`config.mk`:
```
export PLATFORM = sky130hd
export DESIGN_NAME = radio_uplink_tx
export DESIGN_NICKNAME = d
export VERILOG_FILES = /design/src/rtl/radio_uplink_tx.sv
export SDC_FILE = /design/constraint.sdc
export NUM_CORES = 1
export LEC_CHECK = 0
export BUFFER_PORTS_ARGS = -buffer_cell sky130_fd_sc_hd__buf_2
export CAP_MARGIN = 20
export CORE_UTILIZATION = 30
export CTS_BUF_LIST = sky130_fd_sc_hd__clkbuf_4
export DETAILED_ROUTE_END_ITERATION = 8
export GPL_TIMING_DRIVEN = 0
export HOLD_SLACK_MARGIN = 0.03
export SYNTH_ARGS = -nofsm -noshare
export SYNTH_HDL_FRONTEND = slang
export SYNTH_SLANG_ARGS = --single-unit
```
`constraint.sdc`:
```
create_clock -name clk -period 2.7 [get_ports clk]
set_input_delay 0.405 -clock clk [delete_from_list [all_inputs] [get_ports clk]]
set_output_delay 0.405 -clock clk [all_outputs]
set_load 0.02 [all_outputs]
```
`src/rtl/radio_uplink_tx.sv`:
```
// Serial radio uplink transmitter: one sync pulse followed by NPAIRS 2-bit data
// pulses, each carrying an even-parity check bit; all timing in clk cycles.
module radio_uplink_tx #(
  parameter int NPAIRS  = 7,
  parameter int T_SETUP = 2,
  parameter int T_HIGH  = 4,
  parameter int T_LOW   = 4,
  parameter int T_GAP   = 8
) (
  input  logic                  clk,
  input  logic                  rstb,
  input  logic [2*NPAIRS-1:0]   tx_data,
  input  logic                  tx_valid,
  output logic                  tx_ready,
  input  logic                  err_inject,
  output logic                  busy,
  output logic                  frame_done,
  output logic                  RPULSE,
  output logic                  RD1,
  output logic                  RD0,
  output logic                  RCHECK
);

  localparam int TMAX1 = (T_SETUP > T_HIGH) ? T_SETUP : T_HIGH;
  localparam int TMAX2 = (T_LOW > T_GAP) ? T_LOW : T_GAP;
  localparam int TMAX  = (TMAX1 > TMAX2) ? TMAX1 : TMAX2;
  localparam int PW    = $clog2(TMAX + 1);
  localparam int PAW   = (NPAIRS > 1) ? $clog2(NPAIRS) : 1;

  typedef enum logic [2:0] {
    IDLE, SYNC_SETUP, SYNC_HI, SYNC_LO, D_SETUP, D_HI, D_LO, GAP
  } state_e;

  function automatic logic even_parity(input logic [1:0] p);
    return ^p;
  endfunction

  state_e                state_q, state_d;
  logic [PW-1:0]         phase_q, phase_d;
  logic [PAW-1:0]        pair_q, pair_d;
  logic [2*NPAIRS-1:0]   word_q, word_d;
  logic                  inj_q, inj_d;
  logic                  ready_q, ready_d;
  logic                  busy_q, busy_d;
  logic                  done_q, done_d;
  logic                  rpulse_q, rpulse_d;
  logic                  rd1_q, rd1_d;
  logic                  rd0_q, rd0_d;
  logic                  rcheck_q, rcheck_d;
  logic [PW-1:0]         dur_s;
  logic                  last_s;
  logic [1:0]            pair_bits_s;

  // Sequencing: phase counter walks each state's duration, pair index advances per data pulse
  always_comb begin
    state_d = state_q;
    phase_d = phase_q;
    pair_d  = pair_q;
    word_d  = word_q;
    inj_d   = inj_q;
    case (state_q)
      SYNC_SETUP, D_SETUP: dur_s = PW'(T_SETUP - 1);
      SYNC_HI, D_HI:       dur_s = PW'(T_HIGH - 1);
      SYNC_LO, D_LO:       dur_s = PW'(T_LOW - 1);
      GAP:                 dur_s = PW'(T_GAP - 1);
      default:             dur_s = {PW{1'b0}};
    endcase
    last_s = (phase_q == dur_s);

    if (state_q == IDLE) begin
      phase_d = {PW{1'b0}};
      if (tx_valid && ready_q) begin
        state_d = SYNC_SETUP;
        word_d  = tx_data;
        inj_d   = err_inject;
        pair_d  = {PAW{1'b0}};
      end else begin
        state_d = IDLE;
      end
    end else if (last_s) begin
      phase_d = {PW{1'b0}};
      case (state_q)
        SYNC_SETUP: state_d = SYNC_HI;
        SYNC_HI:    state_d = SYNC_LO;
        SYNC_LO: begin
          state_d = D_SETUP;
          pair_d  = {PAW{1'b0}};
        end
        D_SETUP:    state_d = D_HI;
        D_HI:       state_d = D_LO;
        D_LO: begin
          if (pair_q == PAW'(NPAIRS - 1)) begin
            state_d = GAP;
          end else begin
            state_d = D_SETUP;
            pair_d  = pair_q + PAW'(1);
          end
        end
        GAP:        state_d = IDLE;
        default:    state_d = IDLE;
      endcase
    end else begin
      phase_d = phase_q + PW'(1);
    end
  end

  // Output values for the coming cycle, decoded from the next state so the pins are registered
  always_comb begin
    pair_bits_s = 2'(word_d >> (2 * (NPAIRS - 1 - int'(pair_d))));
    ready_d  = 1'b0;
    busy_d   = 1'b1;
    done_d   = 1'b0;
    rpulse_d = 1'b0;
    rd1_d    = 1'b0;
    rd0_d    = 1'b0;
    rcheck_d = 1'b0;
    case (state_d)
      IDLE: begin
        ready_d = 1'b1;
        busy_d  = 1'b0;
      end
      SYNC_SETUP, SYNC_HI, SYNC_LO: begin
        rpulse_d = (state_d == SYNC_HI);
        rd1_d    = 1'b1;
        rd0_d    = 1'b1;
        rcheck_d = 1'b1;
      end
      D_SETUP, D_HI, D_LO: begin
        rpulse_d = (state_d == D_HI);
        rd1_d    = pair_bits_s[1];
        rd0_d    = pair_bits_s[0];
        // Injected fault flips parity only on the final pair
        rcheck_d = even_parity(pair_bits_s) ^ (inj_d && (pair_d == PAW'(NPAIRS - 1)));
      end
      GAP: begin
        done_d = (phase_d == PW'(T_GAP - 1));
      end
      default: begin
        ready_d = 1'b1;
        busy_d  = 1'b0;
      end
    endcase
  end

  // State, datapath and output registers
  always_ff @(posedge clk or negedge rstb) begin
    if (!rstb) begin
      state_q  <= IDLE;
      phase_q  <= {PW{1'b0}};
      pair_q   <= {PAW{1'b0}};
      word_q   <= {(2*NPAIRS){1'b0}};
      inj_q    <= 1'b0;
      ready_q  <= 1'b1;
      busy_q   <= 1'b0;
      done_q   <= 1'b0;
      rpulse_q <= 1'b0;
      rd1_q    <= 1'b0;
      rd0_q    <= 1'b0;
      rcheck_q <= 1'b0;
    end else begin
      state_q  <= state_d;
      phase_q  <= phase_d;
      pair_q   <= pair_d;
      word_q   <= word_d;
      inj_q    <= inj_d;
      ready_q  <= ready_d;
      busy_q   <= busy_d;
      done_q   <= done_d;
      rpulse_q <= rpulse_d;
      rd1_q    <= rd1_d;
      rd0_q    <= rd0_d;
      rcheck_q <= rcheck_d;
    end
  end

  assign tx_ready   = ready_q;
  assign busy       = busy_q;
  assign frame_done = done_q;
  assign RPULSE     = rpulse_q;
  assign RD1        = rd1_q;
  assign RD0        = rd0_q;
  assign RCHECK     = rcheck_q;

endmodule
```
# Yosys cells after proc, flatten, opt, wreduce, memory -nomap -nowiden
# Index checks and enable logic that the tools add are counted.
# Widths: inputs -> output; s select.
[word_totals]
out_inout_bits = 7
wordCells = 68
ff_bits = 32
[op_classes]
n_reduce_logical = 9
n_shift = 1
bitwise = 1
muxes = 24
addsub = 3
n_eq_ne = 18
[ops]
columns = ["op", "n"]
rows = [
  ["$shr 14x32->2", 1],
  ["$eq 3x3->1 const B", 10],
  ["$mux 14", 2],
  ["$mux 3", 6],
  ["$pmux 3 s6", 1],
  ["$eq 3x2->1 const B", 4],
  ["$pmux 3 s3", 1],
  ["$mux 4", 2],
  ["$pmux 1 s2", 4],
  ["$eq 3x1->1 const B", 2],
  ["$logic_not 3->1", 2],
  ["$mux 1", 6],
  ["$pmux 3 s2", 1],
  ["$reduce_or 3->1", 2],
  ["$add 4x1->4 const B", 1],
  ["$eq 4x3->1 const B", 1],
  ["$eq 4x4->1", 1],
  ["$reduce_or 4->1", 1],
  ["$sub 3x3->4 const A", 1],
  ["$add 3x1->3 const B", 1],
  ["$logic_and 1x1->1", 2],
  ["$mux 2", 1],
  ["$reduce_or 2->1", 1],
  ["$reduce_xor 2->1", 1],
  ["$xor 1x1->1", 1],
]

# Logic depth before layout (Yosys ltp)
[depth]
ltp_word = 11
ltp_mapped = 12

# Least setup slack after synthesis
# No wires, ideal clock.
[synth_path]
path_type = "register to register"
startpoint = "register pair_q[0]"
endpoint = "register rcheck_q, in the netlist RCHECK"
t_required_ns = 2.620
path_stages_with_launch = 12
arrival_time_ns = 2.460
slack_ns = 0.160
n_path_buf = 1
cell_sequence = "dfrtp_1 > inv_1 > ha_1 > and3b_1 > or4_1 > o22a_1 > buf_6 > mux2i_1 > a2111oi_1 > nor4_1 > nand2b_1 > o211ai_2"
[synth_via]
elab_chain_cells = 10
word_cells_on_any_way = 26
cone_classes = "2 x add/sub; 8 x eq/ne; 1 x shift; 10 x mux; 1 x bitwise; 4 x reduce/logical"
[synth_lines]
columns = ["item", "line_no", "source"]
rows = [
  ["start, declared", "40", "logic [PAW-1:0] pair_q, pair_d;"],
  ["start signal, assigned", "150", "pair_q <= {PAW{1'b0}};"],
  ["start signal, assigned", "163", "pair_q <= pair_d;"],
  ["$add 3x1->3 / $eq 3x3->1 (equally long branches)", "96, 92", ""],
  ["$mux 3", "92", "if (pair_q == PAW'(NPAIRS - 1)) begin"],
  ["$pmux 3 s2", "82", "case (state_q)"],
  ["$mux 3", "80", "end else if (last_s) begin"],
  ["$mux 3", "70", "if (state_q == IDLE) begin"],
  ["$sub 3x3->4", "109", "pair_bits_s = 2'(word_d >> (2 * (NPAIRS - 1 - int'(pair_d))));"],
  ["$shr 14x32->2", "109", ""],
  ["$reduce_xor 2->1", "35", "return ^p;"],
  ["$xor 1x1->1", "133", "rcheck_d = even_parity(pair_bits_s) ^ (inj_d && (pair_d == PAW'(NPAIRS - 1)));"],
  ["$pmux 1 s2 *", "117", "case (state_d)"],
  ["named net rcheck_d", "49", "logic rcheck_q, rcheck_d;"],
  ["end signal, assigned", "172", "rcheck_q <= rcheck_d;"],
  ["end, declared", "49", ""],
]
# Mark *: on every way through the listed nets, which the timed path passes. The rest lies on a longest branch.

# Final worst setup path
[layout_path]
startpoint = "register pair_q[0]"
endpoint = "register rcheck_q, in the netlist RCHECK"
[layout_via]
elab_chain_cells = 10
word_cells_on_any_way = 26
cone_classes = "2 x add/sub; 8 x eq/ne; 1 x shift; 10 x mux; 1 x bitwise; 4 x reduce/logical"
[layout_lines]
columns = ["item", "line_no"]
rows = [
  ["$add 3x1->3 / $eq 3x3->1 (equally long branches)", "96, 92"],
  ["$mux 3", "92"],
  ["$pmux 3 s2", "82"],
  ["$mux 3", "80"],
  ["$mux 3 *", "70"],
  ["named net pair_d[0]", "40"],
  ["$sub 3x3->4", "109"],
  ["$shr 14x32->2", "109"],
  ["$reduce_xor 2->1", "35"],
  ["$xor 1x1->1 *", "133"],
  ["$pmux 1 s2 *", "117"],
  ["named net rcheck_d", "49"],
]
# Marks and branches as above.

==> summary.md <==
| Metric | Value |
|---|---|
| 1st-pass router iterations | 4 |
| Commonest non-fill, non-tap cells in the layout | nand2_1, dfrtp_1, buf_2 |
| Area contributors post-synth | dfrtp_1, nand2_1, mux2_2, ha_1, nand3_1 |
| Remaining Overflow, GRT | 0 |
| Starting Density | roughly 31% |
| Ant. Diodes | 0 |
| Gate Count Post-Synth | 175 |
| Outcome | complete, no violations |
| Cell-internal power | 0.608 mW |
| Total Power | 0.778 mW |
| DIE HEIGHT | 78.1 µm |
| Hold buffer count at CTS | 0 |
| Reg-to-Reg Start | pair_q[0] |
| Placer Congestion | ~0.84 |
| Core region area | about 5500 µm² |
| Starting DRC count in detailed routing | 22 |
| Hold violation count in the final report | 0 |
| Critical Path RT | approximately 2.9 ns |
| Yosys cell types | 54 |
| Max VDD drop | 332 µV |
| Clock Tree Buf Depth | 2 |
| Area grow syn2layout | 22.4% |
| R2R depth | 12 |
| Detailed placer's ending HPWL | between 2000 and 3000 µm |
| P_leak | a little over 1 nW |
| Max-cap check violation count | 0 |
| CTS H-Tree Depth | 2 |
| Final core utilization | 38.3% |
| Post-synth EDFFs | 0 |
| Layout cells sized above 1 | between 30% and 40% |
| Die width | 78.1 µm |
| CTS sink cnt | 32 |
| Commonest non-fill, non-tap cell in the layout | nand2_1 |
| Clock latency on the worst-skew pair | roughly 0.33 ns |
| Startpoint Class | flip-flop |
| Detailed-route wire length per cell | 13.0 µm |
| Number of global-route vias before repair | 1256 |
| Vias | 1403 |
| Worst min-delay path category | in -> async |
| Most common flop cell mapped by yosys | dfrtp_1 |
| Synth area leader | dfrtp_1 |
| Syn_area_per_cell | 9.92 µm² |
| WS Path Type | reg -> reg |
| Initial antenna violation count | 0 |
| Dpl cells | 271 |
| WP data arrival | 2.82 ns |
| WL final | 3690 µm |
| Global-route wire length before repair | around 6000 µm |
| Reg-to-reg setup timing slack | 0.1 ns |
| Fmax | 384 MHz |
| Register bit total from synthesis | 32 |
| Seq pwr share | 61.5% |
| Placed inst area | 1950 µm² |
| Min cycle time layout | 2.60 ns |
| Final Non-Filler Cells | 284 |
| Switching part of the total | 21.9% |
| Unrepaired setup endpoints after global routing | false |
| Clock power share | 35.8% |
| Worst r2r dst | RCHECK |
| Final worst-path cycle share | between 90% and 100% |
| FFs w/ async S/R, synth | 100% |
| Syn Std Cell Area | around 1700 µm² |
| Vias/cell | 4.94 |
| GRT Overall Usage | between 10 and 15% |
| Die ar. | 6090 µm² |
| Clock Skew | 0.00683 ns |
| Fin nets | approximately 230 |
| Worst Max-Slew Pin Slew | 0.701 ns |
| Slew HR | 53.3% |
| Ys Warns | 0 |
| CTS tree | done |
| # setup viols final | 0 |
| CP Capture Type | flip-flop |
| Area share of the largest cell type after synthesis | 44.7% |
| # IOs | 25 |
| Clock buffer count from CTS | 5 |
| CP max FO | 4 |
| Post-Syn Nets | 196 |
| DRC violations left | 0 |
| Clock root buffer | clkbuf_4 |
| PortBufs | 24 |
| Clock Pin Slew Worst Setup and Hold Paths | 0.10 ns |
| Antenna-violating nets left | 0 |
| Power Density | roughly 370 nW/µm² |
| Standard-cell row count | 27 |
| Pin count of the biggest net entering global routing | 33 |
| NetSw | 0.171 mW |
| Finished Cell Area | 2120 µm² |
| Slew Viols, Final | 0 |
| Gate power share | 2.7% |
| Post-synthesis sequential area ratio | between 40% and 50% |
per-stage QoR:
| stage | hold WS (ns) | setup TNS, ns | setup WS [ns] |
|---|---|---|---|
| 2_1_floorplan | 0.109 | 0 | 0.160 |
| 3_3_place_gp | 0.465 | -0.144 | -0.0886 |
| 3_5_place_dp | 0.473 | -0.177 | -0.111 |
| 4_1_cts | 0.136 | 0 | 0.0147 |
| 5_1_grt | 0.173 | 0 | 0.00494 |
| 6_report | 0.106 | 0 | 0.0954 |
repair_timing:
action                     4_1_cts  5_1_grt
pin swaps                        0        6
setup endpoints to repair        2        3
gates resized for setup          2       17
setup buffers                    1        5
cell families (layout without fill, tap and decap cells):
logic type | Yosys count | after routing | synth area share (%)
and+or+nand+nor | 75 | 75 | 22.1
DFF | 32 | 32 | 46.2
buffers and inverters | 16 | 53 | 5.19
muxes | 12 | 12 | 7.57
xor gates and xnor gates | 5 | 5 | 2.52
adders and majority gates | 3 | 3 | 2.16
AOI/OAI and AO/OA | 32 | 32 | 14.2
synthesized netlist by cell type (4+ instances only):
| library cell | instances |
|---|---|
| a21oi_1 | 4 |
| buf_2 | 5 |
| dfrtp_1 | 31 |
| mux2_2 | 6 |
| nand2_1 | 30 |
| nand2b_1 | 4 |
| nand3_1 | 7 |
| nor2_1 | 9 |
| nor3_1 | 4 |
critical path: stages, from the launching register on:
cell,delay (ns)
dfrtp_1,0.39
inv_1,0.06
ha_2,0.18
buf_4,0.12
a21boi_1,0.29
o211ai_1,0.17
a31oi_4,0.28
inv_2,0.10
nor3_2,0.22
nor4_1,0.08
o32a_1,0.38
nand3_1,0.11
o211ai_2,0.09
worst max path at each step:
stage | slack [ns] | end | start | depth (start not counted)
after CTS | 0.01 | RCHECK | state_q[0] | 10
after floorplan | 0.16 | RCHECK | pair_q[0] | 11
final | 0.1 | RCHECK | pair_q[0] | 12
after global placement | -0.09 | RCHECK | pair_q[0] | 11
after global routing | 0.005 | RCHECK | pair_q[0] | 12
after detailed placement | -0.11 | RCHECK | pair_q[0] | 11
flip-flops by register name, summed over array words and instances, names as in the netlist:
name,cells
word_q,14
phase_q,4
pair_q,3
state_q,3
RCHECK,1
RD0,1
RD1,1
RPULSE,1
busy,1
frame_done,1
inj_q,1
tx_ready,1
routing by layer:
metal	track usage [%]	routed length, µm	vias to the layer above
met4	5.56	75	0
met1	17.1	1820	675
met5	0	0	-
met3	2.44	100	5
met2	19.9	1700	27
li1	-	-	696
power by group through the flow:
stage | Combinational (mW) | Sequential (mW) | Clock, mW
after detailed placement | 0.0222 | 0.488 | 0
final | 0.0209 | 0.479 | 0.279
after global routing | 0.0251 | 0.479 | 0.304
after CTS | 0.0222 | 0.479 | 0.289
after floorplan | 0.000229 | 0.488 | 0
after global placement | 0.0221 | 0.488 | 0
area by class of cell:
class / count / area [µm²]
Fill cell: 563 / 3420
Sequential cell: 32 / 807
Clock buffer: 7 / 52.6
Tap cell: 72 / 90.1
Timing Repair Buffer: 29 / 158
Buffer: 9 / 67.6
Clock inverter: 1 / 3.75
Multi-Input combinational cell: 127 / 915
Inverter: 7 / 31.3
(Power assumes the default switching activity.)
